<file path="config.mk">
export PLATFORM = sky130hd
export DESIGN_NAME = reset_sequencer_flat
export DESIGN_NICKNAME = d
export VERILOG_FILES = /design/src/rtl/reset_sequencer_pkg.sv /design/src/rtl/reset_sequencer_if.sv /design/src/rtl/seq_counter.sv /design/src/rtl/reset_sequencer.sv /design/src/flat_wrapper.sv
export SDC_FILE = /design/constraint.sdc
export NUM_CORES = 1
export LEC_CHECK = 0
export ABC_CLOCK_PERIOD_IN_PS = 3100
export CELL_PAD_IN_SITES_DETAIL_PLACEMENT = 2
export CELL_PAD_IN_SITES_GLOBAL_PLACEMENT = 2
export CORE_ASPECT_RATIO = 0.6
export CORE_UTILIZATION = 22
export DETAILED_ROUTE_END_ITERATION = 12
export GPL_TIMING_DRIVEN = 0
export PLACE_DENSITY = 0.9
export SETUP_SLACK_MARGIN = 0.5
export SYNTH_ARGS = -nofsm -noshare
export SYNTH_HDL_FRONTEND = slang
export SYNTH_SLANG_ARGS = --single-unit
</file>
<file path="constraint.sdc">
create_clock -name clk -period 3.1 [get_ports clk]
set_input_delay 0.93 -clock clk [delete_from_list [all_inputs] [get_ports clk]]
set_output_delay 0.93 -clock clk [all_outputs]
set_load 0.005 [all_outputs]
</file>
<file path="src/rtl/reset_sequencer_pkg.sv">
// reset_sequencer_pkg: state encoding, default field widths and step-index width helper
package reset_sequencer_pkg;
    localparam int LW_DEF = 16;
    localparam int TW_DEF = 32;
    localparam int RW_DEF = 4;
    typedef enum logic [3:0] {
        IDLE,
        NEXT_CHECK,
        WAITREADY,
        DELAY,
        PULSE,
        WAITDONE,
        ADVANCE,
        FAULT,
        COMPLETE
    } state_t;
    function automatic int step_width(int n);
        return n > 1 ? $clog2(n) : 1;
    endfunction
endpackage

</file>
<file path="src/rtl/reset_sequencer_if.sv">
// reset_sequencer_if: control/status bundle between the register bank and the reset sequencer
//   master: register bank side; drives start, abort and the per-step configuration, reads status
//   slave:  sequencer side; reads configuration, drives resetout/done/donestrobe/error/busy/alldone/curstep/retrycnt
interface reset_sequencer_if
    import reset_sequencer_pkg::*;
#(
    parameter int NSTEP = 4,
    parameter int LW = LW_DEF,
    parameter int TW = TW_DEF,
    parameter int RW = RW_DEF
);
    localparam int SW = step_width(NSTEP);
    logic start;
    logic abort;
    logic [NSTEP-1:0] stepen;
    logic [NSTEP-1:0] readycriteria;
    logic [NSTEP-1:0] donecriteria;
    logic [NSTEP*LW-1:0] readylength;
    logic [NSTEP*LW-1:0] resetlength;
    logic [NSTEP*TW-1:0] timeout;
    logic [NSTEP*RW-1:0] maxretry;
    logic [NSTEP-1:0] resetout;
    logic [NSTEP-1:0] done;
    logic [NSTEP-1:0] donestrobe;
    logic [NSTEP-1:0] error;
    logic busy;
    logic alldone;
    logic [SW-1:0] curstep;
    logic [RW-1:0] retrycnt;
    modport master (
        output start, abort, stepen, readycriteria, donecriteria, readylength, resetlength, timeout, maxretry,
        input  resetout, done, donestrobe, error, busy, alldone, curstep, retrycnt
    );
    modport slave (
        input  start, abort, stepen, readycriteria, donecriteria, readylength, resetlength, timeout, maxretry,
        output resetout, done, donestrobe, error, busy, alldone, curstep, retrycnt
    );
endinterface

</file>
<file path="src/rtl/seq_counter.sv">
// seq_counter: saturating interval counter with clear, enable and compare-equal
//   clk, rst_n: clock, asynchronous active-low reset
//   clr: zero the count; en: count up (held at all-ones); cmp: compare value; eq: count == cmp
module seq_counter #(
    parameter int TW = 32
) (
    input  logic          clk,
    input  logic          rst_n,
    input  logic          clr,
    input  logic          en,
    input  logic [TW-1:0] cmp,
    output logic          eq
);
    logic [TW-1:0] cnt;
    always_ff @(posedge clk or negedge rst_n) begin
        if (!rst_n)
            cnt <= '0;
        else if (clr)
            cnt <= '0;
        else if (en && cnt != '1)
            cnt <= cnt + 1'b1;
    end
    assign eq = cnt == cmp;
endmodule

</file>
<file path="src/rtl/reset_sequencer.sv">
// reset_sequencer: walks NSTEP reset steps (ready wait, delay, reset pulse, done wait with timeout)
//   clk, rst_n: clock, asynchronous active-low reset
//   bus (slave): start/abort, per-step enable/criteria/lengths/timeouts/retries in; resetout, done,
//                donestrobe, error, busy, alldone, curstep, retrycnt out (all registered)
//   RESET_SEQUENCER_RETRY_EN: when defined, a timed-out step is retried up to its maxretry count
module reset_sequencer
    import reset_sequencer_pkg::*;
#(
    parameter int NSTEP = 4,
    parameter int LW = LW_DEF,
    parameter int TW = TW_DEF,
    parameter int RW = RW_DEF
) (
    input logic clk,
    input logic rst_n,
    reset_sequencer_if.slave bus
);
    localparam int SW = step_width(NSTEP);
    localparam logic [SW-1:0] LAST = SW'(NSTEP - 1);
    state_t state, state_n;
    logic start_r, start_q, start_edge;
    logic [SW-1:0] curstep, curstep_n;
    logic [NSTEP-1:0] resetout, resetout_n;
    logic [NSTEP-1:0] done, done_n;
    logic [NSTEP-1:0] donestrobe, donestrobe_n;
    logic [NSTEP-1:0] error, error_n;
    logic busy, busy_n, alldone, alldone_n;
    logic [TW-1:0] tmo, cmp;
    logic cnt_eq, timed_out, retry_ok;
    // start passes through one register before edge detection
    assign start_edge = start_r & ~start_q;
    assign tmo = bus.timeout[curstep*TW +: TW];
    assign cmp = state == DELAY ? TW'(bus.readylength[curstep*LW +: LW]) :
                 state == PULSE ? TW'(bus.resetlength[curstep*LW +: LW]) : tmo;
    assign timed_out = tmo != '0 && cnt_eq;
    // one counter times all three intervals; it restarts on every state change
    seq_counter #(.TW(TW)) u_cnt (
        .clk(clk),
        .rst_n(rst_n),
        .clr(state_n != state),
        .en(state inside {DELAY, PULSE, WAITDONE}),
        .cmp(cmp),
        .eq(cnt_eq)
    );
`ifdef RESET_SEQUENCER_RETRY_EN
    logic [RW-1:0] retrycnt;
    assign retry_ok = retrycnt < bus.maxretry[curstep*RW +: RW];
    // NEXT_CHECK is only entered via a start edge or a step advance, both of which reset the count;
    // WAITDONE -> WAITREADY only happens on a retry
    always_ff @(posedge clk or negedge rst_n) begin
        if (!rst_n)
            retrycnt <= '0;
        else if (state_n == NEXT_CHECK)
            retrycnt <= '0;
        else if (state == WAITDONE && state_n == WAITREADY)
            retrycnt <= retrycnt + 1'b1;
    end
    assign bus.retrycnt = retrycnt;
`else
    logic unused_maxretry;
    assign unused_maxretry = ^bus.maxretry;
    assign retry_ok = 1'b0;
    assign bus.retrycnt = RW'(0);
`endif
    always_comb begin
        state_n = state;
        curstep_n = curstep;
        done_n = done;
        error_n = error;
        alldone_n = alldone;
        donestrobe_n = '0;
        case (state)
            NEXT_CHECK: begin
                state_n = bus.stepen[curstep] ? WAITREADY : ADVANCE;
                done_n[curstep] = done[curstep] | ~bus.stepen[curstep];
            end
            WAITREADY: state_n = bus.readycriteria[curstep] ? DELAY : WAITREADY;
            DELAY: state_n = cnt_eq ? PULSE : DELAY;
            PULSE: state_n = cnt_eq ? WAITDONE : PULSE;
            WAITDONE: begin
                // done takes priority over a timeout in the same cycle
                if (bus.donecriteria[curstep]) begin
                    done_n[curstep] = 1'b1;
                    donestrobe_n[curstep] = 1'b1;
                    state_n = ADVANCE;
                end else if (timed_out) begin
                    state_n = retry_ok ? WAITREADY : FAULT;
                    error_n[curstep] = error[curstep] | ~retry_ok;
                end
            end
            ADVANCE: begin
                state_n = curstep == LAST ? COMPLETE : NEXT_CHECK;
                curstep_n = curstep == LAST ? curstep : curstep + 1'b1;
                alldone_n = alldone | (curstep == LAST);
            end
            default: ;
        endcase
        if (start_edge) begin
            state_n = NEXT_CHECK;
            curstep_n = '0;
            done_n = '0;
            error_n = '0;
            alldone_n = 1'b0;
            donestrobe_n = '0;
        end
        // abort beats a coincident start edge and keeps the completion history
        if (bus.abort) begin
            state_n = IDLE;
            curstep_n = curstep;
            done_n = done;
            error_n = error;
            alldone_n = alldone;
            donestrobe_n = '0;
        end
        resetout_n = '0;
        resetout_n[curstep_n] = state_n == PULSE;
        busy_n = !(state_n inside {IDLE, FAULT, COMPLETE});
    end
    always_ff @(posedge clk or negedge rst_n) begin
        if (!rst_n) begin
            state <= IDLE;
            start_r <= 1'b0;
            start_q <= 1'b0;
            curstep <= '0;
            resetout <= '0;
            done <= '0;
            donestrobe <= '0;
            error <= '0;
            busy <= 1'b0;
            alldone <= 1'b0;
        end else begin
            state <= state_n;
            start_r <= bus.start;
            start_q <= start_r;
            curstep <= curstep_n;
            resetout <= resetout_n;
            done <= done_n;
            donestrobe <= donestrobe_n;
            error <= error_n;
            busy <= busy_n;
            alldone <= alldone_n;
        end
    end
    assign bus.resetout = resetout;
    assign bus.done = done;
    assign bus.donestrobe = donestrobe;
    assign bus.error = error;
    assign bus.busy = busy;
    assign bus.alldone = alldone;
    assign bus.curstep = curstep;
endmodule

</file>
<file path="src/flat_wrapper.sv">
// flat-port wrapper written by rule: the top's interface ports become plain ports
module reset_sequencer_flat import reset_sequencer_pkg::*;
#(
    parameter int NSTEP = 4,
    parameter int LW = LW_DEF,
    parameter int TW = TW_DEF,
    parameter int RW = RW_DEF
)
  (clk, rst_n, bus_start, bus_abort, bus_stepen, bus_readycriteria, bus_donecriteria, bus_readylength, bus_resetlength, bus_timeout, bus_maxretry, bus_resetout, bus_done, bus_donestrobe, bus_error, bus_busy, bus_alldone, bus_curstep, bus_retrycnt);
  reset_sequencer_if #(.NSTEP(NSTEP), .LW(LW), .TW(TW), .RW(RW)) bus_i ();
  input logic clk;
  input logic rst_n;
  input wire logic [$bits(bus_i.start)-1:0] bus_start;
  input wire logic [$bits(bus_i.abort)-1:0] bus_abort;
  input wire logic [$bits(bus_i.stepen)-1:0] bus_stepen;
  input wire logic [$bits(bus_i.readycriteria)-1:0] bus_readycriteria;
  input wire logic [$bits(bus_i.donecriteria)-1:0] bus_donecriteria;
  input wire logic [$bits(bus_i.readylength)-1:0] bus_readylength;
  input wire logic [$bits(bus_i.resetlength)-1:0] bus_resetlength;
  input wire logic [$bits(bus_i.timeout)-1:0] bus_timeout;
  input wire logic [$bits(bus_i.maxretry)-1:0] bus_maxretry;
  output wire logic [$bits(bus_i.resetout)-1:0] bus_resetout;
  output wire logic [$bits(bus_i.done)-1:0] bus_done;
  output wire logic [$bits(bus_i.donestrobe)-1:0] bus_donestrobe;
  output wire logic [$bits(bus_i.error)-1:0] bus_error;
  output wire logic [$bits(bus_i.busy)-1:0] bus_busy;
  output wire logic [$bits(bus_i.alldone)-1:0] bus_alldone;
  output wire logic [$bits(bus_i.curstep)-1:0] bus_curstep;
  output wire logic [$bits(bus_i.retrycnt)-1:0] bus_retrycnt;
  assign bus_i.start = bus_start;
  assign bus_i.abort = bus_abort;
  assign bus_i.stepen = bus_stepen;
  assign bus_i.readycriteria = bus_readycriteria;
  assign bus_i.donecriteria = bus_donecriteria;
  assign bus_i.readylength = bus_readylength;
  assign bus_i.resetlength = bus_resetlength;
  assign bus_i.timeout = bus_timeout;
  assign bus_i.maxretry = bus_maxretry;
  assign bus_resetout = bus_i.resetout;
  assign bus_done = bus_i.done;
  assign bus_donestrobe = bus_i.donestrobe;
  assign bus_error = bus_i.error;
  assign bus_busy = bus_i.busy;
  assign bus_alldone = bus_i.alldone;
  assign bus_curstep = bus_i.curstep;
  assign bus_retrycnt = bus_i.retrycnt;
  reset_sequencer #(.NSTEP(NSTEP), .LW(LW), .TW(TW), .RW(RW)) u_core (.clk(clk), .rst_n(rst_n), .bus(bus_i));
endmodule
</file>
* After elaboration in Yosys (flattened, before gate mapping)
Cells that the tools add are included.
Word-level totals: register bits after elaboration 58, bits of input ports 288
Cells by class: add/sub/neg operators 2, magnitude comparators 4, equality and inequality tests 15, shift operators 3, multiplexer cells 44, bitwise logic cells 9, reduce and logical (&&, ||, !) cells 17
Operator list (count):
- 2-to-1 mux 32 bit | 4
- indexed part select 128 x 8 -> 32 bit | 1
- indexed part select 64 x 7 -> 16 bit | 2
- 2-to-1 mux 4 bit | 15
- adder 32 x 1 -> 32 bit, second input constant | 1
- == test 32 bit | 1
- inequality test 32 bit, second input constant | 1
- nonzero test 32 bit | 1
- case mux 4 bit (6 select lines) | 1
- == test 4 x 3 -> 1 bit, second input constant | 5
- 2-to-1 mux 1 bit | 10
- nonzero test 3 bit | 3
- binary-select mux 1 bit (select 2 bit) | 4
- == test 4 x 2 -> 1 bit, second input constant | 2
- 2-to-1 mux 2 bit | 4
- bitwise OR 4 bit | 2
- case mux 4 bit (2 select lines) | 1
- nonzero test 2 bit | 4
- < comparator 2 x 3 -> 1 bit, second input constant | 2
- 2-to-1 mux 3 bit | 2
- AND 4 bit | 1
- bitwise mux 4 bit | 1
- demux 1 bit (select 2 bit) | 2
- == test 4 x 1 -> 1 bit, second input constant | 1
- 16 further kinds | 23

* Logic depth before layout (Yosys ltp)
depth in word-level cells 13, depth in mapped cells 15, depth with buffers taken out 9

* Modules after synthesis
Synthesis repeated with hierarchy kept, for this count alone.
Unflattened totals: cells, all modules 556, area total of the unflattened synthesis 5649.2 um2
By module, submodules not included:
- reset_sequencer | times used 1, cells an instance 325, area an instance 3537.1 um2
- seq_counter | times used 1, cells an instance 231, area an instance 2112.0 um2

* Worst setup path before layout
Ideal clock, no wire load.
path type input -> register, start input bus_timeout[111], end register u_core.u_cnt.cnt[30], library setup time 0.087 ns, arrival time 3.487 ns, data required time 3.013 ns, setup slack -0.474 ns, cell stages on the path 11, cells stage by stage mux4_2 and3_1 or3_1 a221oi_2 nand4_2 o211ai_2 o211ai_2 or3_1 buf_6 buf_12 a211oi_2
Between the ends: longest elaborated chain between the ends 12
RTL lines:
- start: declaration | line flat_wrapper.sv:20 | input wire logic [$bits(bus_i.timeout)-1:0] bus_timeout;
- indexed part select 128 x 8 -> 32 bit * | line reset_sequencer.sv:32 | assign tmo = bus.timeout[curstep*TW +: TW];
- 2-to-1 mux 32 bit | line reset_sequencer.sv:34 | state == PULSE ? TW'(bus.resetlength[curstep*LW +: LW]) : tmo;
- 2-to-1 mux 32 bit | line reset_sequencer.sv:33 | assign cmp = state == DELAY ? TW'(bus.readylength[curstep*LW +: LW]) :
- == test 32 bit | line seq_counter.sv:23 | assign eq = cnt == cmp;
- logical AND 1 bit | line reset_sequencer.sv:35 | assign timed_out = tmo != '0 && cnt_eq;
- 2-to-1 mux 4 bit | line reset_sequencer.sv:86 | end else if (timed_out) begin
- 2-to-1 mux 4 bit | line reset_sequencer.sv:82 | if (bus.donecriteria[curstep]) begin
- case mux 4 bit (6 select lines) * | line reset_sequencer.sv:72 | case (state)
- 2-to-1 mux 4 bit * | line reset_sequencer.sv:98 | if (start_edge) begin
- 2-to-1 mux 4 bit * | line reset_sequencer.sv:107 | if (bus.abort) begin
- inequality test 4 bit * | line reset_sequencer.sv:40 | .clr(state_n != state),
- 2-to-1 mux 32 bit / nonzero test 2 bit (equally long branches)
- end signal: assignment | line seq_counter.sv:21 | cnt <= cnt + 1'b1;
- end: declaration | line seq_counter.sv:14 | logic [TW-1:0] cnt;
Every way passes the cells marked *; elsewhere a longest branch is shown, timed or not. A chain may end at the register's enable or synchronous reset.

* Final worst setup path
start register u_core.curstep[0], in the netlist u_core.bus.curstep[0], end register u_core.u_cnt.cnt[12]
Between the ends: longest elaborated chain between the ends 12
RTL lines:
- start: declaration | line reset_sequencer.sv:22 | logic [SW-1:0] curstep, curstep_n;
- start signal: assignment | line reset_sequencer.sv:135 | curstep <= curstep_n;
- indexed part select 128 x 8 -> 32 bit / indexed part select 64 x 7 -> 16 bit (equally long branches) | line reset_sequencer.sv:32, reset_sequencer.sv:34
- 2-to-1 mux 32 bit | line reset_sequencer.sv:34
- 2-to-1 mux 32 bit | line reset_sequencer.sv:33
- == test 32 bit | line seq_counter.sv:23
- logical AND 1 bit | line reset_sequencer.sv:35
- 2-to-1 mux 4 bit | line reset_sequencer.sv:86
- 2-to-1 mux 4 bit | line reset_sequencer.sv:82
- case mux 4 bit (6 select lines) * | line reset_sequencer.sv:72
- 2-to-1 mux 4 bit * | line reset_sequencer.sv:98
- 2-to-1 mux 4 bit * | line reset_sequencer.sv:107
- inequality test 4 bit * | line reset_sequencer.sv:40
- 2-to-1 mux 32 bit / nonzero test 2 bit (equally long branches)
Every way passes the cells marked *; elsewhere a longest branch is shown, timed or not. The select of a mux whose other input is x is not followed.

==> impl_summary.txt <==
----------------------------------------------------
[Routing]
  Vias after detailed routing ... 7969
  Routed wire length ... 46400 µm
  Antenna Nets Post-Route ... 0
  Mean routed wirelength per cell ... 34.4 µm
  Detailed-routing iteration count for the pre-antenna-repair pass ... 9
  Residual DRC ... 2
  Per-cell via count in the routed design ... 5.92
  First-iteration detailed-routing DRC count ... 753

[Status]
  Run status ... finished, violations left
  Violations in the final reports ... design-rule violations, negative setup slack

[Power and ir drop]
  Largest voltage drop on the vdd net ... 231 µV
  Leakage Power ... 4.31 nW
  Cell area power density ... 302 mW/mm²

[Clock network]
  Number of CTS-inserted buffers ... 9
  Clock sinks ... 58
  Buffer cell driving the clock tree root ... sky130_fd_sc_hd__clkbuf_16
  Number of buffers added to fix hold violations after cts ... 0
  Clock tree from TritonCTS ... built
  Clock latency reported for the late side of the worst-skew pair ... 360 ps
  Clock-pin slew of the registers on the worst-case setup and hold paths ... 60 ps
  Longest Clk Path Bufs ... 2
  H-tree lvl count ... 3

[Critical path]
  Path type of the worst setup path ... reg2reg
  Number of cells on the worst reg-to-reg path ... 13
  Data arrival time of the critical path ... 4720 ps
  Worst setup SP type ... register
  Endpoint type of the worst setup path ... register
  Critical path required time ... 3360 ps
  Critical path fanouts, max ... 8

[Layout]
  Share of cells above drive strength 1 ... 0.308
  Area growth from synthesis to final layout ... 80.9%
  Non-filler instance count after layout ... 1347
  Final layout net count ... 1263

[Synth]
  Fraction of registers with async set or reset after synthesis ... 1.00
  Post-Syn Instances ... 607
  Netlist area before placement ... 0.00630 mm²
  Mean Syn Cell Area ... 10.4 µm²
  Yosys warns ... 0
  Most used flip-flop cell after synthesis ... sky130_fd_sc_hd__dfrtp_1
  Number of synthesized flops with an enable pin ... 0
  Number of synthesized register bits ... 58
  Share of the yosys chip area belonging to registers ... 0.230
  Post-synthesis cell type count ... 72

[Placed design]
  Final estimated routing congestion in global placement ... 0.954
  Cell count after placement ... 1268
  Port Buffers ... 290
  Post-place setup slack ... -2220 ps
  Final HPWL from detailed placement ... 29200 µm

[Die]
  Number of placement rows ... 47
  Width of the die ... 220 µm
  Die ar. ... 0.0293 mm²
  Core area ... 0.0279 mm²
  Chip Height ... 133 µm
  Starting density of the core ... 0.226
  Number of top-level pins ... 312

[Timing]
  Slew Limit Fails ... 0
  Final clock period utilization by the worst path ... 1.44
  Transition time of the tightest slew-check pin ... 967 ps
  Finish-stage setup viols ... 46
  Minimum clock period ... 4460 ps
  Number of hold violations in the final report ... 0
  RSZ-0062 raised after global routing ... yes
  Relative slew slack ... 0.349
  PnR worst setup slack ... -1360 ps
  Clock skew after layout ... 15.8 ps
  Maximum achievable frequency ... 224 MHz

[Worst hold path]
  Worst Hold Depth ... 0
  Hold crit path type ... reg2reg

[GRT]
  Largest net degree at the start of global routing ... 32
  Via count of the first global-routing pass ... 8645
  Antenna violations before repair ... 3
  Global-route usage over all layers ... 0.279
  Global-route wire length before repair ... 59000 µm
  Total grt overflow ... 0

[Run]
  # Max-Cap Violations ... 0

----------------------------------------------------
-- cell type report --
cell class | instances | area (µm²)
inverter | 17 | 63.8
timing repair buffer | 353 | 3480
tap | 367 | 459
buffer | 56 | 574
sequential | 58 | 1450
clock buffer | 11 | 253
clock inverter | 4 | 98.8
fill | 2883 | 16500
multi-input combinational | 479 | 5010
antenna | 2 | 5.00
-- worst max-delay path: stages (launching register included) --
cell and delay, ps:
sky130_fd_sc_hd__dfrtp_1 410, sky130_fd_sc_hd__buf_12 180, sky130_fd_sc_hd__buf_12 160, sky130_fd_sc_hd__buf_4 120
sky130_fd_sc_hd__mux4_2 610, sky130_fd_sc_hd__nor4bb_4 520, sky130_fd_sc_hd__a22oi_1 160, sky130_fd_sc_hd__a22oi_2 400
sky130_fd_sc_hd__nand3_2 230, sky130_fd_sc_hd__nor4_4 440, sky130_fd_sc_hd__and4b_2 380, sky130_fd_sc_hd__o21ai_4 160
sky130_fd_sc_hd__buf_2 310, sky130_fd_sc_hd__a211oi_2 270
-- registers in the layout, summed over array words and instances (netlist names), 2 cells and up --
register / count
u_core.bus.curstep: 2
u_core.bus.done: 4
u_core.bus.donestrobe: 4
u_core.bus.error: 4
u_core.bus.resetout: 4
u_core.state: 4
u_core.u_cnt.cnt: 32
-- power by group --
group          switching, W  total (W)  internal [W]
registers         0.0000425   0.000826      0.000783
logic              0.000662    0.00138      0.000716
clock network      0.000408    0.00123      0.000826
-- per-layer routing --
layer  share of wire  wire (µm)  track usage  up-vias
met5         0.00056         26            0        -
met2            0.48      22000        0.480      609
met1            0.36      16900        0.332     4067
met3           0.091       4200       0.0658      186
met4           0.068       3180        0.113        4
li1                -          -            -     3103
-- placed cells by master (no fill, tap or decap), types with 26 or more instances in the layout --
| cell | instances |
|---|---|
| sky130_fd_sc_hd__a211oi_2 | 29 |
| sky130_fd_sc_hd__buf_4 | 56 |
| sky130_fd_sc_hd__clkdlybuf4s50_1 | 199 |
| sky130_fd_sc_hd__dfrtp_1 | 57 |
| sky130_fd_sc_hd__dlygate4sd2_1 | 50 |
| sky130_fd_sc_hd__dlymetal6s2s_1 | 26 |
| sky130_fd_sc_hd__mux4_2 | 67 |
| sky130_fd_sc_hd__nand2_1 | 27 |
| sky130_fd_sc_hd__nor2_1 | 46 |
| sky130_fd_sc_hd__xnor2_1 | 27 |
| sky130_fd_sc_hd__xor2_1 | 29 |
-- synthesized netlist by cell type (6+ instances only) --
cell type | number | area, µm²
sky130_fd_sc_hd__inv_1 | 17 | 63.8
sky130_fd_sc_hd__nor4_1 | 10 | 62.6
sky130_fd_sc_hd__o22ai_1 | 6 | 37.5
sky130_fd_sc_hd__and3_1 | 13 | 81.3
sky130_fd_sc_hd__clkbuf_1 | 21 | 78.8
sky130_fd_sc_hd__xnor2_1 | 36 | 315
sky130_fd_sc_hd__xor2_1 | 29 | 254
sky130_fd_sc_hd__mux4_1 | 10 | 263
sky130_fd_sc_hd__nor4bb_1 | 7 | 70.1
sky130_fd_sc_hd__buf_6 | 7 | 78.8
sky130_fd_sc_hd__o21ai_0 | 25 | 125
sky130_fd_sc_hd__nand2_1 | 27 | 101
sky130_fd_sc_hd__nor3_1 | 15 | 75.1
sky130_fd_sc_hd__nand4_1 | 18 | 113
sky130_fd_sc_hd__a31oi_1 | 6 | 37.5
sky130_fd_sc_hd__a21oi_1 | 20 | 100
sky130_fd_sc_hd__dfrtp_1 | 58 | 1450
sky130_fd_sc_hd__buf_2 | 14 | 70.1
sky130_fd_sc_hd__mux4_2 | 58 | 1310
sky130_fd_sc_hd__a211oi_2 | 30 | 375
sky130_fd_sc_hd__o21a_1 | 7 | 52.6
sky130_fd_sc_hd__nor2_1 | 53 | 199
sky130_fd_sc_hd__nand3_1 | 20 | 100
-- repair_timing --
action / in CTS / in global routing
setup endpoints to repair: 56 / 53
pin swaps: 45 / 39
gates resized for setup: 203 / 97
gates cloned: 1 / 3
buffers inserted: 32 / 26
-- cells by family (layout without fill, tap and decap cells) --
group | count (synthesis) | count (layout) | share of synthesized area
other cells | 1 | 6 | 0.000595
buf+inv | 73 | 441 | 0.0707
mux | 72 | 72 | 0.256
flops | 58 | 58 | 0.230
fa+ha+maj | 1 | 1 | 0.00199
xor+xnor | 65 | 65 | 0.0903
simple gates | 200 | 200 | 0.177
compound gates | 137 | 137 | 0.174
-- final timing paths --
| path | start | endpoint | slack, ps |
|---|---|---|---|
| max | u_core.bus.curstep[0] | u_core.u_cnt.cnt[12] | -1360 |
| min | u_core.start_r | u_core.start_q | 370 |
| max reg2reg | u_core.bus.curstep[0] | u_core.u_cnt.cnt[12] | -1360 |
| min reg2reg | u_core.start_r | u_core.start_q | 370 |
| max in group asynchronous | rst_n | u_core.bus.done[3] | 1790 |
| min in group asynchronous | rst_n | u_core.u_cnt.cnt[25] | 650 |
-- through the flow --
step | cell area [µm²] | setup TNS, ps | power (W) | hold slack (ps) | utilization
3_5_place_dp | 9700 | -94540 | 0.00190 | 355 | 0.348
3_3_place_gp | 9690 | -136720 | 0.00186 | 356 | 0.348
4_1_cts | 10700 | -25570 | 0.00325 | 367 | 0.385
5_1_grt | 11400 | -57040 | 0.00351 | 395 | 0.409
2_1_floorplan | 6330 | -14430 | 0.00130 | 347 | -
6_report | 11400 | -53110 | 0.00344 | 366 | 0.409
Note: power is estimated with default switching activity, not from simulation.
